$ cat src/rtl/kgp_lsu_pkg.sv
// Shared types and constants for the KGP-RISC load/store controller.
package kgp_lsu_pkg;

    localparam int unsigned LSU_ADDR_W     = 10;
    localparam int unsigned LSU_DATA_W     = 32;
    // Byte offset inside a word; word-only accesses drop these bits.
    localparam int unsigned LSU_BYTE_OFF_W = 2;

    typedef enum logic [1:0] {
        IDLE,
        ISSUE,
        WAIT,
        RESP
    } lsu_state_t;

endpackage

$ cat src/rtl/lsu_addr_check.sv
// Byte-address decoder: splits out the word index and flags misaligned or out-of-range
// addresses. Only instantiated when LSU_ADDR_CHECK_EN is defined.
module lsu_addr_check
    import kgp_lsu_pkg::*;
#(
    parameter int unsigned ADDR_W = LSU_ADDR_W
) (
    input  logic [31:0]       byte_addr_i,
    output logic [ADDR_W-1:0] word_idx_o,
    output logic              fault_o
);

    assign word_idx_o = byte_addr_i[ADDR_W+LSU_BYTE_OFF_W-1:LSU_BYTE_OFF_W];

    // Fault on a non-word-aligned address or on any bit beyond the memory's reach.
    assign fault_o = (|byte_addr_i[LSU_BYTE_OFF_W-1:0])
                   | (|byte_addr_i[31:ADDR_W+LSU_BYTE_OFF_W]);

endmodule

$ cat src/rtl/lsu_ctrl.sv
// Load/store controller between the execute stage and a single-port block RAM.
// One transaction in flight; absorbs the one-cycle synchronous read latency.
// Optional feature: define LSU_ADDR_CHECK_EN to fault misaligned/out-of-range addresses.
module lsu_ctrl
    import kgp_lsu_pkg::*;
#(
    parameter int unsigned ADDR_W = LSU_ADDR_W,
    parameter int unsigned DATA_W = LSU_DATA_W
) (
    input  logic              clk,
    input  logic              rst,
    input  logic              req_valid,
    output logic              req_ready,
    input  logic              req_we,
    input  logic [31:0]       req_addr,
    input  logic [DATA_W-1:0] req_wdata,
    output logic              resp_valid,
    input  logic              resp_ready,
    output logic              resp_we,
    output logic [DATA_W-1:0] resp_rdata,
    output logic              resp_err,
    output logic [ADDR_W-1:0] mem_addr,
    output logic [DATA_W-1:0] mem_wdata,
    output logic              mem_read,
    output logic              mem_write,
    input  logic [DATA_W-1:0] mem_rdata,
    output logic              busy
);

    lsu_state_t        state_q, state_d;
    logic              we_q, we_d;
    logic [ADDR_W-1:0] addr_q, addr_d;
    logic [DATA_W-1:0] wdata_q, wdata_d;
    logic [DATA_W-1:0] rdata_q, rdata_d;
    logic              err_q, err_d;

    logic [ADDR_W-1:0] req_idx;
    logic              req_fault;

`ifdef LSU_ADDR_CHECK_EN
    lsu_addr_check #(
        .ADDR_W (ADDR_W)
    ) u_addr_check (
        .byte_addr_i (req_addr),
        .word_idx_o  (req_idx),
        .fault_o     (req_fault)
    );
`else
    assign req_idx   = req_addr[ADDR_W+LSU_BYTE_OFF_W-1:LSU_BYTE_OFF_W];
    assign req_fault = 1'b0;

    // Offset and high address bits are deliberately ignored without the checker.
    logic unused_addr_bits;
    assign unused_addr_bits = ^{req_addr[31:ADDR_W+LSU_BYTE_OFF_W],
                                req_addr[LSU_BYTE_OFF_W-1:0]};
`endif

    // Next-state, capture and output decode for the transaction FSM.
    always_comb begin
        state_d    = state_q;
        we_d       = we_q;
        addr_d     = addr_q;
        wdata_d    = wdata_q;
        rdata_d    = rdata_q;
        err_d      = err_q;
        req_ready  = 1'b0;
        resp_valid = 1'b0;
        mem_addr   = '0;
        mem_wdata  = '0;
        mem_read   = 1'b0;
        mem_write  = 1'b0;

        unique case (state_q)
            IDLE: begin
                req_ready = 1'b1;
                if (req_valid) begin
                    we_d    = req_we;
                    addr_d  = req_idx;
                    wdata_d = req_wdata;
                    // Stores and faults report zero data.
                    rdata_d = '0;
                    err_d   = req_fault;
                    state_d = req_fault ? RESP : ISSUE;
                end
            end
            ISSUE: begin
                mem_addr  = addr_q;
                mem_wdata = wdata_q;
                mem_read  = ~we_q;
                mem_write = we_q;
                state_d   = we_q ? RESP : WAIT;
            end
            WAIT: begin
                // RAM output is valid one cycle after the address was sampled.
                rdata_d = mem_rdata;
                state_d = RESP;
            end
            RESP: begin
                resp_valid = 1'b1;
                if (resp_ready) begin
                    state_d = IDLE;
                end
            end
            default: state_d = IDLE;
        endcase
    end

    // State and transaction registers; reset abandons any transaction in flight.
    always_ff @(posedge clk or negedge rst) begin
        if (!rst) begin
            state_q <= IDLE;
            we_q    <= 1'b0;
            addr_q  <= '0;
            wdata_q <= '0;
            rdata_q <= '0;
            err_q   <= 1'b0;
        end else begin
            state_q <= state_d;
            we_q    <= we_d;
            addr_q  <= addr_d;
            wdata_q <= wdata_d;
            rdata_q <= rdata_d;
            err_q   <= err_d;
        end
    end

    assign resp_we    = we_q;
    assign resp_rdata = rdata_q;
    assign resp_err   = err_q;
    assign busy       = (state_q != IDLE);

endmodule

$ cat config.mk
export PLATFORM = sky130hd
export DESIGN_NAME = lsu_ctrl
export DESIGN_NICKNAME = d
export VERILOG_FILES = /design/src/rtl/kgp_lsu_pkg.sv /design/src/rtl/lsu_addr_check.sv /design/src/rtl/lsu_ctrl.sv
export SDC_FILE = /design/constraint.sdc
export NUM_CORES = 1
export LEC_CHECK = 0
export CAP_MARGIN = 40
export CORE_ASPECT_RATIO = 1.75
export CORE_UTILIZATION = 40
export DETAILED_ROUTE_END_ITERATION = 12
export MAX_ROUTING_LAYER = met4
export PLACE_DENSITY = 0.83
export REMOVE_ABC_BUFFERS = 1
export SETUP_SLACK_MARGIN = 0.05
export SLEW_MARGIN = 10
export SYNTH_ARGS = -nofsm -noshare
export SYNTH_HDL_FRONTEND = slang
export SYNTH_SLANG_ARGS = --single-unit
$ cat constraint.sdc
create_clock -name clk -period 4 [get_ports clk]
set_input_delay 0.6 -clock clk [delete_from_list [all_inputs] [get_ports clk]]
set_output_delay 0.6 -clock clk [all_outputs]
set_load 0.005 [all_outputs]
Yosys cells after proc, flatten, opt, wreduce, memory -nomap -nowiden:

Cells that the tools add are included.

* register bits after elaboration: 77
* input bits: 101
* output and inout bits: 81
* logic and storage cells: 29

* equality and inequality tests: 5
* mux-type cells: 12
* bitwise logic cells: 1
* reduce and logical (&&, ||, !) cells: 6

Operators with widths (count)
* $mux W32: 2
* $pmux W32 S2: 1
* $mux W10: 1
* $pmux W2 S4: 1
* $reduce_and A2 Y1: 3
* $mux W1: 5
* $eq A2 B2 Y1 const B: 2
* $mux W2: 2
* $ne A2 B2 Y1 const B: 2
* $reduce_bool A2 Y1: 2
* $eq A2 B1 Y1 const B: 1
* $logic_not A2 Y1: 1
* $not A1 Y1: 1

Depth between registers and ports, before layout:

* depth in word-level cells: 3
* gate-level depth with buffers: 7

Worst setup path before layout:

Ideal clock, no wire load.

* kind: flip-flop to output port
* start point: reg state_q[1]
* end point: out mem_addr[0]
* arrival time: 1063 ps
* path slack: 2337 ps
* stages on the path, launching flop included: 5
* buffers on the path: 1
* cell sequence: dfrtp_1 inv_1 ha_1 clkbuf_1 and2_1

* longest elaborated chain between the ends: 2

Ends and longest elaborated chain
* from (decl): RTL line lsu_ctrl.sv:30 `lsu_state_t state_q, state_d;`
* from (signal assigned): RTL line lsu_ctrl.sv:118 `state_q <= state_d;`
* $eq A2 B1 Y1: RTL line lsu_ctrl.sv:73 `unique case (state_q)`
* $mux W10: RTL line lsu_ctrl.sv:73
* to (decl): RTL line lsu_ctrl.sv:22 `output logic [ADDR_W-1:0] mem_addr,`

No other way between the ends.

Final worst setup path:

* start point: reg state_q[1]
* end point: out mem_wdata[12]

* longest elaborated chain between the ends: 2

Ends and longest elaborated chain
* $eq A2 B1 Y1: RTL line lsu_ctrl.sv:73
* $mux W32: RTL line lsu_ctrl.sv:73
* to (decl): RTL line lsu_ctrl.sv:23 `output logic [DATA_W-1:0] mem_wdata,`

No other way between the ends.

==> results.py <==
metrics = {
    "outcome": {
        "status": "finished clean",
    },
    "route": {
        "wl_met1_um": 2880,
        "initialDrtViolationCount": 92,
        "drt-pass1-iter-count": 4,
        "met2_length_um": 4020,
        "totalWireLength_um": 7440,
        "remaining_drc_errors": 0,
        "wl_per_cell_um": 15.5,
        "met3_length_um": 319,
        "vias": 2333,
        "top_layer": "met4",
        "routed_via_density": 4.87,
        "postRouteAntennaNets": 0,
    },
    "sta": {
        "tightestPinTransition_ns": 0.801,
        "final_max_slew_viol_count": 0,
        "clock_skew_ns": 0.00571,
        "hold_slack_ns": 0.137,
        "grt_setup_unrepaired": "false",
        "slew_headroom": 0.465,
        "max_freq_ghz": 0.362,
        "setup_viol": 0,
        "min_period_over_period": 0.691,
        "layout_setup_ws_ns": 1.23,
        "fin_tns_setup_ns": 0,
        "hold_viol_final": 0,
        "min_period_ns": 2.77,
    },
    "critical_path": {
        "cp_num_buf_inv": 3,
        "cp-end-kind": "output port",
        "path_delay_family": "buffers and inverters",
        "worstSetupPathType": "register to output port",
        "worstPathArrival_ns": 2.17,
        "cp_slowest_stage_delay_ns": 0.53,
        "worst_path_max_delay_cell": "clkdlybuf4s50_1",
        "cp.required_ns": 3.40,
        "cp_max_fo": 37,
        "crit_chain": "inv_1, ha_1, buf_4, and2_1, clkdlybuf4s50_1",
        "startpoint_type": "register",
    },
    "pwr": {
        "p_per_area_nw_per_um2": 737,
        "p_sw_w": 0.00106,
        "max-vdd-ir-drop_uv": 401,
        "p_leak_nw": 2.20,
        "power.share.combinational": 0.459,
        "pwr-share-clk": 0.189,
        "pwr-share-seq": 0.352,
        "switching_share": 0.281,
        "p_int_w": 0.00271,
    },
    "clock_network": {
        "cts_sinks": 77,
        "cts_tree": "yes",
        "clk_pin_slew_ns": 0.06,
        "clkLatencyLatePin_ns": 0.33,
        "clk_path_buf_depth": 2,
        "clockRootBuffer": "clkbuf_16",
        "cts_resized": 0,
        "hold_buffers": 0,
        "cts_buffers": 9,
        "postCtsSetupBuffers": 0,
        "htree_num_levels": 3,
    },
    "placed_design": {
        "gp_congestion": 0.749,
        "place_ws_ns": 1.54,
        "port-buffer-count": 158,
        "dp_hpwl_um": 5420,
    },
    "logic_synthesis": {
        "yosysUniqueCellTypes": 20,
        "yosys-top-cells-area": "dfrtp_1 60%, mux2_2 15%, a22o_1 8.7%",
        "synth_top_cell_by_area": "dfrtp_1",
        "yosysSeqAreaShare": 0.599,
        "synth_warnings": 0,
        "synth.top_cell.area_share": 0.599,
        "synth-edff-count": 0,
        "netlist_area_um2": 3220,
        "async_flop_share": 1.00,
        "synthFlopType": "dfrtp_1",
        "synth_seq_cells": 77,
        "yosysMostFrequentCell": "dfrtp_1",
        "netlist_instances": 230,
        "ys_top_cells_by_count": "77 x dfrtp_1, 44 x and2_1, 43 x mux2_2, 32 x a22o_1, 5 x buf_2",
        "avgSynthCellArea_um2": 14.0,
    },
    "layout": {
        "nNetsFinal": 492,
        "fin_util": 0.667,
        "nFillCells": 596,
        "diodes": 0,
        "drive_above_1_share": 0.164,
        "areaGrowthSynthToFinish_pct": 59.2,
    },
    "global_route": {
        "grt.overflow.total": 0,
        "grt_pass1_wl_um": 12000,
        "antenna_found_initial": 0,
        "grt_pass1_vias": 2500,
        "track_usage": 0.192,
        "grt_max_degree": 62,
    },
    "floorplanning": {
        "ios": 182,
        "die_h_um": 121,
        "dieArea_um2": 8420,
        "fp.coreArea_um2": 7670,
        "die_x_um": 69.8,
        "rows": 42,
        "start_util": 0.419,
    },
    "run": {
        "drv_cap": 0,
    },
    "hold_path": {
        "hold_path.class": "primary input to async pin",
    },
}
## power by group through the flow
stage / clock, W / combinational (W) / sequential (W)
3_5_place_dp: 0 / 0.00176 / 0.00134
3_3_place_gp: 0 / 0.00170 / 0.00132
2_1_floorplan: 0 / 0.000814 / 0.00131
6_report: 0.000713 / 0.00173 / 0.00133
5_1_grt: 0.000774 / 0.00187 / 0.00138
4_1_cts: 0.000734 / 0.00177 / 0.00133
## cell families (layout without fill, tap and decap cells)
family / Yosys count / count (layout) / share of synthesized area
buf+inv: 19 / 180 / 0.0358
mux: 43 / 43 / 0.151
fa+ha+maj: 4 / 4 / 0.0156
other cells: 1 / 1 / 0.00117
compound gates: 37 / 37 / 0.101
flops: 77 / 77 / 0.599
simple gates: 49 / 49 / 0.0969
## per-layer routing
layer / vias up / global-route usage
met4: 0 / 0.105
met5: - / -
met2: 102 / 0.330
li1: 1108 / -
met3: 14 / 0.0325
met1: 1109 / 0.209
## registers in the layout, summed over array words and instances, names as in the netlist
| signal | flops |
|---|---|
| addr_q | 10 |
| state_q | 2 |
| wdata_q | 32 |
| resp_we | 1 |
| resp_rdata | 32 |
## stage by stage
stage	total power [W]	instances	area [um^2]
5_1_grt	0.00403	479	5120
2_1_floorplan	0.00213	214	3110
3_5_place_dp	0.00310	464	4860
4_1_cts	0.00383	479	5120
3_3_place_gp	0.00302	462	4820
6_report	0.00377	479	5120
## worst paths after layout
kind	from	end	slack (ns)	depth (start not counted)
max	state_q[1]$_DFFE_PN0P_	mem_wdata[12]	1.23	5
max reg2reg	state_q[0]$_DFFE_PN0P_	resp_rdata[8]$_DFFE_PN0P_	2.03	5
min reg2reg	wdata_q[20]$_DFFE_PN0P_	wdata_q[20]$_DFFE_PN0P_	0.50	1
min in group clk	wdata_q[20]$_DFFE_PN0P_	wdata_q[20]$_DFFE_PN0P_	0.50	1
min	rst	wdata_q[18]$_DFFE_PN0P_	0.14	1
max in group asynchronous	rst	wdata_q[12]$_DFFE_PN0P_	3.29	2
## cells in the final DEF, fill, tap and decap left out
cell type | Yosys | layout
a21boi_4 | 1 | 1
a21oi_1 | 2 | 2
a22o_1 | 32 | 32
a31o_2 | 1 | 1
and2_1 | 44 | 44
buf_16 | 0 | 1
buf_4 | 4 | 3
buf_8 | 0 | 1
clkbuf_1 | 4 | 3
clkbuf_16 | 0 | 9
clkbuf_8 | 0 | 1
clkdlybuf4s50_1 | 0 | 157
clkinv_2 | 0 | 2
conb_1 | 1 | 1
dfrtp_1 | 77 | 77
ha_1 | 4 | 4
inv_1 | 3 | 3
mux2_2 | 43 | 43
nand2_2 | 1 | 1
nand2b_1 | 1 | 1
nand2b_2 | 1 | 1
nor2b_1 | 1 | 1
nor4b_1 | 1 | 1
o211ai_1 | 1 | 1
## cell type report
class | count | area [um^2] | area share
Sequential cell | 77 | 1930 | 0.376
Timing Repair Buffer | 162 | 1640 | 0.320
Multi-Input combinational cell | 134 | 1170 | 0.229
Clock buffer | 13 | 250 | 0.0489
Tap cell | 88 | 110 | 0.0215
Inverter | 3 | 11.3 | 0.00220
Clock inverter | 2 | 10.0 | 0.00196
Power figures use the tool's default switching activity.
